### config.mk
export PLATFORM = sky130hd
export DESIGN_NAME = serial_add_ctrl_flat
export DESIGN_NICKNAME = d
export VERILOG_FILES = /design/src/rtl/serial_add_ctrl_if.sv /design/src/rtl/serial_add_ctrl.sv /design/src/flat_wrapper.sv
export SDC_FILE = /design/constraint.sdc
export NUM_CORES = 1
export LEC_CHECK = 0
export CORE_ASPECT_RATIO = 1.4
export CORE_MARGIN = 3
export CORE_UTILIZATION = 27
export CTS_CLUSTER_DIAMETER = 80
export DETAILED_ROUTE_END_ITERATION = 8
export PLACE_DENSITY = 0.6
export SYNTH_ARGS = -nofsm -noshare
export SYNTH_HDL_FRONTEND = slang
export SYNTH_SLANG_ARGS = --single-unit
export TNS_END_PERCENT = 5
### constraint.sdc
create_clock -name clk -period 1.35 [get_ports clk]
set_clock_uncertainty 0.1 [all_clocks]
set_input_delay 0.135 -clock clk [delete_from_list [all_inputs] [get_ports clk]]
set_output_delay 0.135 -clock clk [all_outputs]
set_load 0.05 [all_outputs]
### src/rtl/serial_add_ctrl_if.sv
// Handshake/operand bundle for serial_add_ctrl. The 'sub' wire exists only
// when SERIAL_ADD_SUB_EN is defined.
interface serial_add_ctrl_if #(
  parameter int WIDTH = 8
);
  logic             start;
  logic [WIDTH-1:0] a;
  logic [WIDTH-1:0] b;
  logic             cin;
`ifdef SERIAL_ADD_SUB_EN
  logic             sub;
`endif
  logic             ready;
  logic             busy;
  logic             done;
  logic [WIDTH-1:0] sum;
  logic             cout;

`ifdef SERIAL_ADD_SUB_EN
  modport master (output start, a, b, cin, sub, input ready, busy, done, sum, cout);
  modport slave  (input start, a, b, cin, sub, output ready, busy, done, sum, cout);
`else
  modport master (output start, a, b, cin, input ready, busy, done, sum, cout);
  modport slave  (input start, a, b, cin, output ready, busy, done, sum, cout);
`endif
endinterface

### src/rtl/serial_add_ctrl.sv
// Bit-serial adder: one shared full-adder cell walks the operands LSB-first.
// Defining SERIAL_ADD_SUB_EN adds a 'sub' input that computes a - b instead.
module fadder (
  input  logic a,
  input  logic b,
  input  logic cin,
  output logic s,
  output logic cout
);
  assign s    = a ^ b ^ cin;
  assign cout = (a & b) | (cin & (a ^ b));
endmodule

module serial_add_ctrl #(
  parameter int WIDTH = 8
) (
  input  logic               clk,
  input  logic               rst,
  serial_add_ctrl_if.slave   bus
);
  localparam int CW = (WIDTH > 1) ? $clog2(WIDTH) : 1;

  typedef enum logic [1:0] {IDLE, RUN, DONE} state_t;

  state_t           state_reg, state_next;
  logic [WIDTH-1:0] a_sr_reg, b_sr_reg, s_sr_reg, sum_reg;
  logic [WIDTH-1:0] s_shift;
  logic [CW-1:0]    cnt_reg;
  logic             carry_reg, cout_reg;
  logic             fa_s, fa_co;
  logic             accept, last_bit;

  assign bus.ready = (state_reg == IDLE) || (state_reg == DONE);
  assign bus.busy  = (state_reg == RUN);
  assign bus.done  = (state_reg == DONE);
  assign bus.sum   = sum_reg;
  assign bus.cout  = cout_reg;

  assign accept   = bus.start && bus.ready;
  assign last_bit = (cnt_reg == CW'(WIDTH - 1));

  fadder u_fa (
    .a   (a_sr_reg[0]),
    .b   (b_sr_reg[0]),
    .cin (carry_reg),
    .s   (fa_s),
    .cout(fa_co)
  );

  // Result register shifts right; the new bit enters at the MSB.
  assign s_shift[WIDTH-1] = fa_s;
  generate
    for (genvar gi = 0; gi < WIDTH - 1; gi++) begin : g_shift
      assign s_shift[gi] = s_sr_reg[gi+1];
    end
  endgenerate

  always_ff @(posedge clk or posedge rst) begin
    if (rst) state_reg <= IDLE;
    else     state_reg <= state_next;
  end

  always_comb begin
    state_next = state_reg;
    case (state_reg)
      IDLE:    if (bus.start) state_next = RUN;
      RUN:     if (last_bit) state_next = DONE;
      DONE:    state_next = bus.start ? RUN : IDLE;
      default: state_next = IDLE;
    endcase
  end

  always_ff @(posedge clk or posedge rst) begin
    if (rst) begin
      a_sr_reg  <= '0;
      b_sr_reg  <= '0;
      s_sr_reg  <= '0;
      sum_reg   <= '0;
      cnt_reg   <= '0;
      carry_reg <= 1'b0;
      cout_reg  <= 1'b0;
    end else if (accept) begin
      a_sr_reg <= bus.a;
      cnt_reg  <= '0;
`ifdef SERIAL_ADD_SUB_EN
      // Two's-complement subtract: invert b and force the carry-in.
      b_sr_reg  <= bus.sub ? ~bus.b : bus.b;
      carry_reg <= bus.sub | bus.cin;
`else
      b_sr_reg  <= bus.b;
      carry_reg <= bus.cin;
`endif
    end else if (state_reg == RUN) begin
      a_sr_reg  <= a_sr_reg >> 1;
      b_sr_reg  <= b_sr_reg >> 1;
      s_sr_reg  <= s_shift;
      carry_reg <= fa_co;
      cnt_reg   <= cnt_reg + CW'(1);
      if (last_bit) begin
        sum_reg  <= s_shift;
        cout_reg <= fa_co;
      end
    end
  end
endmodule

### src/flat_wrapper.sv
// flat-port wrapper written by rule: the top's interface ports become plain ports
module serial_add_ctrl_flat 
#(
  parameter int WIDTH = 8
)
  (clk, rst, bus_start, bus_a, bus_b, bus_cin, bus_ready, bus_busy, bus_done, bus_sum, bus_cout);
  serial_add_ctrl_if #(.WIDTH(WIDTH)) bus_i ();
  input  logic clk;
  input  logic rst;
  input wire logic [$bits(bus_i.start)-1:0] bus_start;
  input wire logic [$bits(bus_i.a)-1:0] bus_a;
  input wire logic [$bits(bus_i.b)-1:0] bus_b;
  input wire logic [$bits(bus_i.cin)-1:0] bus_cin;
  output wire logic [$bits(bus_i.ready)-1:0] bus_ready;
  output wire logic [$bits(bus_i.busy)-1:0] bus_busy;
  output wire logic [$bits(bus_i.done)-1:0] bus_done;
  output wire logic [$bits(bus_i.sum)-1:0] bus_sum;
  output wire logic [$bits(bus_i.cout)-1:0] bus_cout;
  assign bus_i.start = bus_start;
  assign bus_i.a = bus_a;
  assign bus_i.b = bus_b;
  assign bus_i.cin = bus_cin;
  assign bus_ready = bus_i.ready;
  assign bus_busy = bus_i.busy;
  assign bus_done = bus_i.done;
  assign bus_sum = bus_i.sum;
  assign bus_cout = bus_i.cout;
  serial_add_ctrl #(.WIDTH(WIDTH)) u_core (.clk(clk), .rst(rst), .bus(bus_i));
endmodule
==> results.txt <==
horizontal extent of the die - 74.03 µm
CTS tree - built
share of post-route cells with drive strength above 1 - 36.49%
crit path setup slack, layout - -50.15 ps
total number of yosys warnings - 0
slew at the pin closest to its max-slew limit - 217.4 ps
Core Util, Final - 42.50%
run status - complete, but fails checks
maximum clock rate - 714.2 MHz
routed wire length per instance - 13.85 µm
Post-route DRC - 0
endpoint of the most critical setup path - u_core.bus.sum[7]
worst hold slack after final layout - 93.77 ps
number of synthesized flops with an enable pin - 0
category of the most critical setup path - reg -> reg
leading cell types in the layout, fill and taps excluded - 37 x sky130_fd_sc_hd__dfrtp_1, 23 x sky130_fd_sc_hd__nand2_1, 19 x sky130_fd_sc_hd__clkdlybuf4s50_1, 19 x sky130_fd_sc_hd__buf_4, 14 x sky130_fd_sc_hd__buf_12
met2 Use GR - 19.60%
met1 demand-to-capacity share in global routing - 15.20%
r2r worst-path depth - 2
number of vias after detailed routing - 1336
Fin. Hold Viols - 0
final period utilization - 103.7%
chip height - 101.2 µm
sequential share of the synthesized area - 54.36%
synthesis-stage register bit count - 38
root cell of the clock tree - sky130_fd_sc_hd__clkbuf_8
number of H-tree levels - 2
Syn Inst Count - 155
area added between synthesis and finish - 51.93%
Row Count - 34
setup_tns - -481.2 ps
ports placed on the boundary - 32
setup repair after global routing missed its margin - yes
antenna cells - 0
area of combinational cells with multiple inputs - 828.3 µm²
post-detailed-route via-to-cell ratio - 4.721
clk sinks - 38
later-pin clock latency in the skew report - 290 ps
largest net degree at the start of global routing - 39
detailed-router iteration count before antenna repair - 4
Avg Synthesized Cell Area - 11.29 µm²
class of the tightest hold or removal check - in -> async
maximum clock insertion buffer count - 2
final setup violation count - 14
endpoint of the lowest-slack register-to-register path - u_core.bus.sum[7]
remaining global-route overflow - 0
area of the mapped netlist - 1749 µm²
Async S/R FF share, synth - 100.0%
final wirelength - 3920 µm
most common cell after layout, fill and taps aside - sky130_fd_sc_hd__dfrtp_1
M3 GR Usage - 3.078%
number of buffers created by CTS - 5
global-route wire length before repair - 6831 µm
Worst setup SP type - register
internal power component - 3.994 mW
post-place instance area - 2323 µm²
r2r startpoint - u_core.a_sr_reg[0]
antenna violations before repair - 0
R2R Setup Slk - -50 ps
largest vdd supply drop - 904.8 µV
Slew Viols, Final - 0
Routed Antenna Nets - 0
largest fanout on the critical path - 2
Switching Fraction - 38.83%
Iteration-0 DRC Markers - 56
number of nets in the finished design - 233
required time of the worst setup path - 1420 ps
total half-perimeter wirelength after legalization and detailed placement - 2520 µm
Core Region - 6254 µm²
kind of end point of the critical path - register
gr busiest metal - met2
number of nets in the synthesized netlist - 178
input/output buffers - 31
Storage cell area - 952.2 µm²
start point of the critical path - u_core.a_sr_reg[0]
post-route cell area - 2658 µm²
filler cell count - 570
Maximum Capacitance Violations - 0
violations in the final reports - negative setup slack
share of total power in sequential cells - 32.4%
data arrival time of the worst path - 1470 ps
post-route minimum period - 1400 ps
ys flop type - sky130_fd_sc_hd__dfrtp_1
overall routing resource usage - 11.81%
Initial Utilization - 27.97%
Hold-fix buffers, CTS - 0
remaining max-slew budget at the tightest pin - 85.50%
Comb pwr share - 55.4%
vias in the first global route - 1432
number of different library cells in the post-synthesis netlist - 26
crit path max-delay cell type - sky130_fd_sc_hd__fa_1
stage delay of the slowest cell on the critical path - 500 ps
final RePlAce weighted congestion - 0.7019
clock share of power - 12.2%
die area - 7494 µm²
CTS clk-pin slew, worst paths - 70 ps
PwrDens - 2457 nW/µm²
pre-CTS setup slack - -175.0 ps
critical path, cell by cell - fa_1 > mux2_4
leakage power summed over all cells - 1.187 nW
sw power - 2.535 mW
==> worst min-delay path by stage <==
stage	slack, ps	cells after the start	startpoint	end
floorplan	170	1	bus_a[7]	u_core.a_sr_reg[7]
global placement	370	2	u_core.s_sr_reg[1]	u_core.s_sr_reg[1]
detailed placement	380	2	u_core.s_sr_reg[1]	u_core.s_sr_reg[1]
CTS	100	3	rst	u_core.b_sr_reg[4]
global route	120	3	rst	u_core.b_sr_reg[5]
finish	90	3	rst	u_core.s_sr_reg[2]
==> worst max-delay path, delay by kind of cell (launching register included) <==
family                   cells  cell delay [ps]
flip-flops                   1              410
adder cells (fa/ha/maj)      1              500
multiplexers                 1              280
==> power by group through the flow <==
stage	registers [mW]	clock network, mW	logic, mW
floorplan	2.35	0	1.58
global placement	2.08	0	2.95
detailed placement	2.10	0	2.99
CTS	2.09	0.818	3.36
global route	2.19	0.895	3.91
finish	2.12	0.797	3.62
==> kinds of logic (layout without fill, tap and decap cells) <==
group                    Yosys count  count (layout)  synth area share, %
AND/OR/NAND/NOR                   55              56                15.38
adder cells (fa/ha/maj)            3               3                2.575
XOR/XNOR                           1               1               0.5008
multiplexers                      17              17                12.30
flip-flops                        38              38                54.36
AO/OA/AOI/OAI                     27              27                9.657
buffers and inverters             14              69                5.221
==> routing by layer <==
| layer | up-vias | wire length (µm) |
|---|---|---|
| met1 | 656 | 1660 |
| met3 | 8 | 177 |
| met2 | 34 | 2016 |
| li1 | 638 | - |
| met4 | 0 | 65 |
| met5 | - | 0 |
==> synth_stat cells (3+ instances only) <==
cell                        n  area share [%]
sky130_fd_sc_hd__nor3_1     7             2.0
sky130_fd_sc_hd__nor2_1    11             2.4
sky130_fd_sc_hd__o21ai_1    4             1.1
sky130_fd_sc_hd__o22ai_1    9             3.2
sky130_fd_sc_hd__nand2_1   23             4.9
sky130_fd_sc_hd__buf_2      5             1.4
sky130_fd_sc_hd__a211oi_1   6             2.6
sky130_fd_sc_hd__mux2i_1    8             4.6
sky130_fd_sc_hd__buf_6      3             1.9
sky130_fd_sc_hd__dfrtp_1   38              54
sky130_fd_sc_hd__nor2b_1    8             2.9
sky130_fd_sc_hd__a21oi_1    6             1.7
sky130_fd_sc_hd__mux2_4     9             7.7
==> area by class of cell <==
class / instances / share of cell area, %
tap: 72 / 3.390
sequential: 38 / 35.83
inverter: 4 / 0.8475
clock inverter: 1 / 0.1883
timing repair buffer: 57 / 25.33
clock buffer: 7 / 3.249
multi-input combinational: 104 / 31.17
==> timing repair <==
action / 4_1_cts / 5_1_grt
cloned: 1 / 0
pin swaps: 3 / 2
endpoints found under the setup margin: 12 / 23
gates resized for setup: 16 / 15
buffers inserted: 8 / 3
==> through the flow <==
stage,std cells,power (mW)
2_1_floorplan,155,3.931
3_3_place_gp,263,5.035
3_5_place_dp,263,5.094
4_1_cts,280,6.269
5_1_grt,283,6.994
6_report,283,6.529
(Power assumes the default switching activity.)
